`config.mk`:
```
export PLATFORM = sky130hd
export DESIGN_NAME = mod_check_scheduler
export DESIGN_NICKNAME = d
export VERILOG_FILES = /design/src/rtl/mod_check_pkg.sv /design/src/rtl/mod_residue_engine.sv /design/src/rtl/mod_check_scheduler.sv
export SDC_FILE = /design/constraint.sdc
export NUM_CORES = 1
export LEC_CHECK = 0
export CAP_MARGIN = 20
export CORE_ASPECT_RATIO = 0.6
export CORE_UTILIZATION = 35
export CTS_CLUSTER_SIZE = 12
export DETAILED_ROUTE_END_ITERATION = 12
export DONT_BUFFER_PORTS = 1
export PLACE_DENSITY = 0.53
export SETUP_SLACK_MARGIN = 0.4
export SLEW_MARGIN = 20
export SYNTH_ARGS = -nofsm -noshare
export SYNTH_HDL_FRONTEND = slang
export SYNTH_SLANG_ARGS = --single-unit
export TNS_END_PERCENT = 10
```
`constraint.sdc`:
```
create_clock -name clk -period 1.8 [get_ports clk]
set_clock_uncertainty 0.2 [all_clocks]
set_input_delay 0.54 -clock clk [delete_from_list [all_inputs] [get_ports clk]]
set_output_delay 0.54 -clock clk [all_outputs]
set_load 0.02 [all_outputs]
```
`src/rtl/mod_check_pkg.sv`:
```
// rtl/mod_check_pkg.sv - shared types and defaults for the divisibility-check scheduler
package mod_check_pkg;

    typedef enum logic [1:0] {
        IDLE  = 2'd0,
        SHIFT = 2'd1,
        RESP  = 2'd2
    } state_t;

    localparam int DEFAULT_WORD_W  = 8;
    localparam int DEFAULT_DIVISOR = 5;

    function automatic int res_w(input int divisor);
        return $clog2(divisor);
    endfunction

endpackage

```
`src/rtl/mod_residue_engine.sv`:
```
// rtl/mod_residue_engine.sv - bit-serial MSB-first mod-DIVISOR residue engine
module mod_residue_engine
    import mod_check_pkg::*;
#(
    parameter int WORD_W  = DEFAULT_WORD_W,
    parameter int DIVISOR = DEFAULT_DIVISOR,
    parameter int RES_W   = res_w(DIVISOR)
) (
    input  logic              clk,
    input  logic              rst_n,
    input  logic              load,
    input  logic [WORD_W-1:0] word,
    input  logic              step,
    output logic [RES_W-1:0]  residue,
    output logic              last_bit
);

    localparam int CNT_W = $clog2(WORD_W + 1);
    localparam logic [CNT_W-1:0] CNT_INIT = CNT_W'(WORD_W);
    localparam logic [RES_W:0]   DIV_L    = (RES_W + 1)'(DIVISOR);

    logic [WORD_W-1:0] shreg;
    logic [CNT_W-1:0]  count;
    logic [RES_W:0]    doubled;
    logic [RES_W:0]    reduced;

    // residue < DIVISOR, so 2*residue+bit < 2*DIVISOR and one subtract suffices
    assign doubled  = {residue, shreg[WORD_W-1]};
    assign reduced  = doubled - DIV_L;
    assign last_bit = (count == CNT_W'(1));

    always_ff @(posedge clk) begin
        if (!rst_n) begin
            shreg   <= '0;
            residue <= '0;
            count   <= '0;
        end else if (load) begin
            shreg   <= word;
            residue <= '0;
            count   <= CNT_INIT;
        end else if (step) begin
            residue <= (doubled >= DIV_L) ? reduced[RES_W-1:0] : doubled[RES_W-1:0];
            shreg   <= shreg << 1;
            count   <= count - CNT_W'(1);
        end
    end

endmodule

```
`src/rtl/mod_check_scheduler.sv`:
```
// rtl/mod_check_scheduler.sv - two-requester round-robin front end and FSM for the residue engine
module mod_check_scheduler
    import mod_check_pkg::*;
#(
    parameter int  WORD_W  = DEFAULT_WORD_W,
    parameter int  DIVISOR = DEFAULT_DIVISOR,
    localparam int RES_W   = res_w(DIVISOR)
) (
    input  logic                clk,
    input  logic                rst_n,
    input  logic [1:0]          req_valid,
    input  logic [2*WORD_W-1:0] req_data,
    output logic [1:0]          req_ready,
    output logic                rsp_valid,
    input  logic                rsp_ready,
    output logic                rsp_id,
    output logic [RES_W-1:0]    rsp_rem,
    output logic                rsp_div,
    output logic                busy
);

    state_t            state;
    logic              rr_last;
    logic              grant;
    logic              load;
    logic              step;
    logic              last_bit;
    logic [RES_W-1:0]  residue;
    logic [WORD_W-1:0] word;

    // requester 1 wins when alone, or when both ask and 0 was served last
    always_comb begin
        grant     = req_valid[1] & (~req_valid[0] | ~rr_last);
        load      = (state == IDLE) && (|req_valid);
        step      = (state == SHIFT);
        req_ready = load ? {grant, ~grant} : 2'b00;
        word      = grant ? req_data[WORD_W +: WORD_W] : req_data[0 +: WORD_W];
    end

    mod_residue_engine #(
        .WORD_W  (WORD_W),
        .DIVISOR (DIVISOR),
        .RES_W   (RES_W)
    ) u_engine (
        .clk      (clk),
        .rst_n    (rst_n),
        .load     (load),
        .word     (word),
        .step     (step),
        .residue  (residue),
        .last_bit (last_bit)
    );

    // the engine's residue register is frozen in RESP, so it serves as the result register
    assign rsp_rem = rsp_valid ? residue : '0;
    assign rsp_div = rsp_valid && (residue == '0);

    always_ff @(posedge clk) begin
        if (!rst_n) begin
            state     <= IDLE;
            rr_last   <= 1'b1;
            rsp_valid <= 1'b0;
            rsp_id    <= 1'b0;
            busy      <= 1'b0;
        end else begin
            case (state)
                IDLE: begin
                    if (load) begin
                        rsp_id <= grant;
                        busy   <= 1'b1;
                        state  <= SHIFT;
                    end
                end
                SHIFT: begin
                    if (last_bit) begin
                        rsp_valid <= 1'b1;
                        state     <= RESP;
                    end
                end
                RESP: begin
                    if (rsp_ready) begin
                        rsp_valid <= 1'b0;
                        rr_last   <= rsp_id;
                        busy      <= 1'b0;
                        state     <= IDLE;
                    end
                end
                default: state <= IDLE;
            endcase
        end
    end

endmodule

```
==> flow_summary_export.csv <==
group,metric,value,unit
global_route,grtUsageMet1,0.238,
worst_hold_path,min_to,"rr_last",
cts,clk_path_buf_depth,2,
critical_path,reg2reg_slack,140,ps
cts,htreeDepth,1,
synth,synth_flop_cell,"dfxtp_1",
cts,root_buffer,"clkbuf_8",
cts,clkTransAtPathRegs,80,ps
floorplanning,io_pins,30,
timing,slew_headroom,0.685,
timing,whs,170,ps
synth,syn_nets,167,
placement,place.port_buffers,0,
power,p_per_area,752,mW/mm^2
finish,final_nets,177,
finish,n_fill_cell,289,
synth,synthArstFlopShare,0,
critical_path,rr_endpoint,"u_engine.shreg[2]",
floorplanning,die_area,0.00353,mm^2
floorplanning,die_w,76.0,um
finish,diodes,0,
critical_path,critPathArrivalTime,1200,ps
outcome,violations,"setup timing",
finish,fin_util,0.468,
timing,tightest_slew,471,ps
floorplanning,dieHeight,46.4,um
synth,ys_types,37,
synth,synth-warning-count,0,
timing,fin_ws,-142,ps
synth,ys_ff_latch,21,
cts,clock_latency,260,ps
timing,fin_crit_sh,1.08,
global_route,grt_pass1_vias,934,
critical_path,slowest_stage,"nor3_4",
timing,slew_viol_final,0,
cts,tritoncts,"done",
critical_path,crit_path_end_kind,"output pin",
global_route,track_usage,0.166,
power,irDropWorstVdd,319,uV
placement,hpwl,1970,um
power,p_leak,0.000511,uW
routing,vias_per_cell,5.16,
floorplanning,fp-row-count,15,
critical_path,cp.required,1060,ps
timing,period_minus_slack,1940,ps
critical_path,cp_max_fo,3,
critical_path,criticalPathCategory,"flip-flop to output pin",
critical_path,r2r_start,"state[0]",
placement,dpl_cell_area,0.00125,mm^2
critical_path,r2r_cells,5,
cts,numCtsBuffers,3,
routing,initialDrtViolationCount,38,
routing,wl,2630,um
global_route,antenna_found_initial,0,
critical_path,slowest_delay,360,ps
timing,fmax,515,MHz
worst_hold_path,hold_path_depth,1,
synth,synth.avg_cell_area,8.10,um^2
timing,rsz0062_at_grt,"yes",
finish,drive_gt1_frac,0.311,
global_route,grt_start_max_net_pins,19,
global_route,grt.overflow.total,0,
routing,routedWlPerCell,13.6,um
routing,drtAntennaViolNets,0,
placement,gp_congestion,0.752,
timing,hold_violations,0,
routing,drc,0,
global_route,top_usage_layer,"met2",
cts,clkSinkCount,21,
global_route,grt.met3_usage,0.0535,
worst_hold_path,hold_path_startpoint,"rst_n",
synth,syn_area,0.00115,mm^2
synth,synth_edf_count,0,
finish,area_growth,22.2,%
job,cap_viol_max_count,0,
routing,firstDrtPassIters,4,
synth,ys_seq_area_frac,0.366,
global_route,grt_pass1_wl,4460,um
timing,setup_viol,2,
worst_hold_path,hold_path.class,"input port to flip-flop",
global_route,grt_use_met2,0.244,
floorplanning,start_util,0.383,
floorplanning,coreArea,0.00300,mm^2
outcome,status,"complete, but fails checks",
synth,synthCells,142,
finish,fin_area,0.00141,mm^2
routing,num_vias,995,
critical_path,cp_cell_sequence,"or2_4 > nor3_4",
critical_path,crit_path_start_kind,"flip-flop",
-- final cells by class --
| type | instances | area, um^2 | share of cell area |
|---|---|---|---|
| multi-input cells | 105 | 722 | 0.514 |
| repair buffers | 11 | 106 | 0.0757 |
| clock inverters | 1 | 5.00 | 0.00356 |
| inverters | 10 | 37.5 | 0.0267 |
| clock buffers | 3 | 41.3 | 0.0294 |
| well taps | 42 | 52.6 | 0.0374 |
| flip-flops and latches | 21 | 440 | 0.313 |
-- critical path, delay by kind of cell, from the launching register on --
kind / cells / cell delay (ps)
AND/OR/NAND/NOR: 2 / 630
flip-flops: 1 / 310
-- sequential cells by signal, indices dropped and copies added, names as in the netlist --
signal and flops:
u_engine.count 4, rsp_id 1, busy 1, state 2, u_engine.shreg 8, rr_last 1
rsp_valid 1, u_engine.residue 3
-- routing by layer --
layer  share of wire  routed length [um]  up-vias
met3           0.049                 129        2
met1            0.56                1460      459
met2            0.39                1020       21
met5               0                   0        -
met4          0.0046                  12        0
li1                -                   -      513
-- timing repair --
action | in CTS | in global routing
resized for setup | 26 | 9
hold buffers | 0 | 0
setup buffers | 1 | 0
pin swaps | 6 | 6
endpoints found under the setup margin | 25 | 26
-- cells in the mapped netlist (2+ instances only) --
| cell type | count | area (um^2) |
|---|---|---|
| a21boi_0 | 2 | 15.0 |
| a21oi_1 | 4 | 20.0 |
| a31oi_1 | 2 | 12.5 |
| a41oi_2 | 6 | 97.6 |
| and2_1 | 3 | 18.8 |
| buf_4 | 3 | 22.5 |
| clkbuf_1 | 2 | 7.51 |
| dfxtp_1 | 21 | 420 |
| ha_1 | 4 | 50.1 |
| inv_1 | 9 | 33.8 |
| nand2_1 | 29 | 109 |
| nand3_1 | 4 | 20.0 |
| nor2_1 | 10 | 37.5 |
| nor2b_1 | 4 | 25.0 |
| nor3_1 | 3 | 15.0 |
| nor4_1 | 2 | 12.5 |
| o21ai_0 | 14 | 70.1 |
-- worst max-delay path by stage --
stage                  from                 to  slack, ps
2_1_floorplan  req_valid[1]       req_ready[0]         50
3_3_place_gp   req_valid[1]       req_ready[1]          6
3_5_place_dp   req_valid[0]  u_engine.shreg[4]        -40
4_1_cts            state[0]       req_ready[0]       -150
5_1_grt            state[0]       req_ready[0]       -180
6_report           state[0]       req_ready[0]       -140
-- kinds of logic (layout without fill, tap and decap cells) --
logic type | after synthesis | count (layout) | synth area share
muxes | 1 | 1 | 0.00871
DFF | 21 | 21 | 0.366
buffers and inverters | 16 | 25 | 0.0631
AOI/OAI and AO/OA | 39 | 39 | 0.264
adders and majority gates | 4 | 4 | 0.0435
xor gates and xnor gates | 1 | 1 | 0.00762
and+or+nand+nor | 60 | 60 | 0.247
-- metrics by stage --
step	worst slack (ps)	setup TNS, ps	total power, uW	instances
6_report	-142	-206	1060	193
5_1_grt	-178	-322	1120	193
4_1_cts	-148	-227	1060	193
3_5_place_dp	-39.9	-141	729	188
3_3_place_gp	6.17	0	723	188
2_1_floorplan	50.7	0	683	142
-- report_power, final --
part	leakage, uW	internal (uW)	switching [uW]
logic	0.000308	96.4	119
clock network	0.0000255	154	155
registers	0.000177	499	32.4
total	0.000511	750	306
-- cell usage in the layout (no fill, tap or decap), types with 2 or more instances in the layout --
cell type	Yosys	routed
a31oi_1	2	2
buf_6	0	3
a21boi_2	0	2
a21oi_1	4	2
o21ai_0	14	13
nor2_1	10	10
a21oi_2	1	2
dfxtp_4	0	4
nor2b_1	4	3
clkbuf_8	0	3
buf_4	3	7
nand3_1	4	4
inv_1	9	9
nand2_1	29	28
a41oi_2	6	6
and2_4	0	2
dfxtp_2	0	4
ha_1	4	4
nor3_1	3	3
dfxtp_1	21	13
Power figures use the tool's default switching activity.
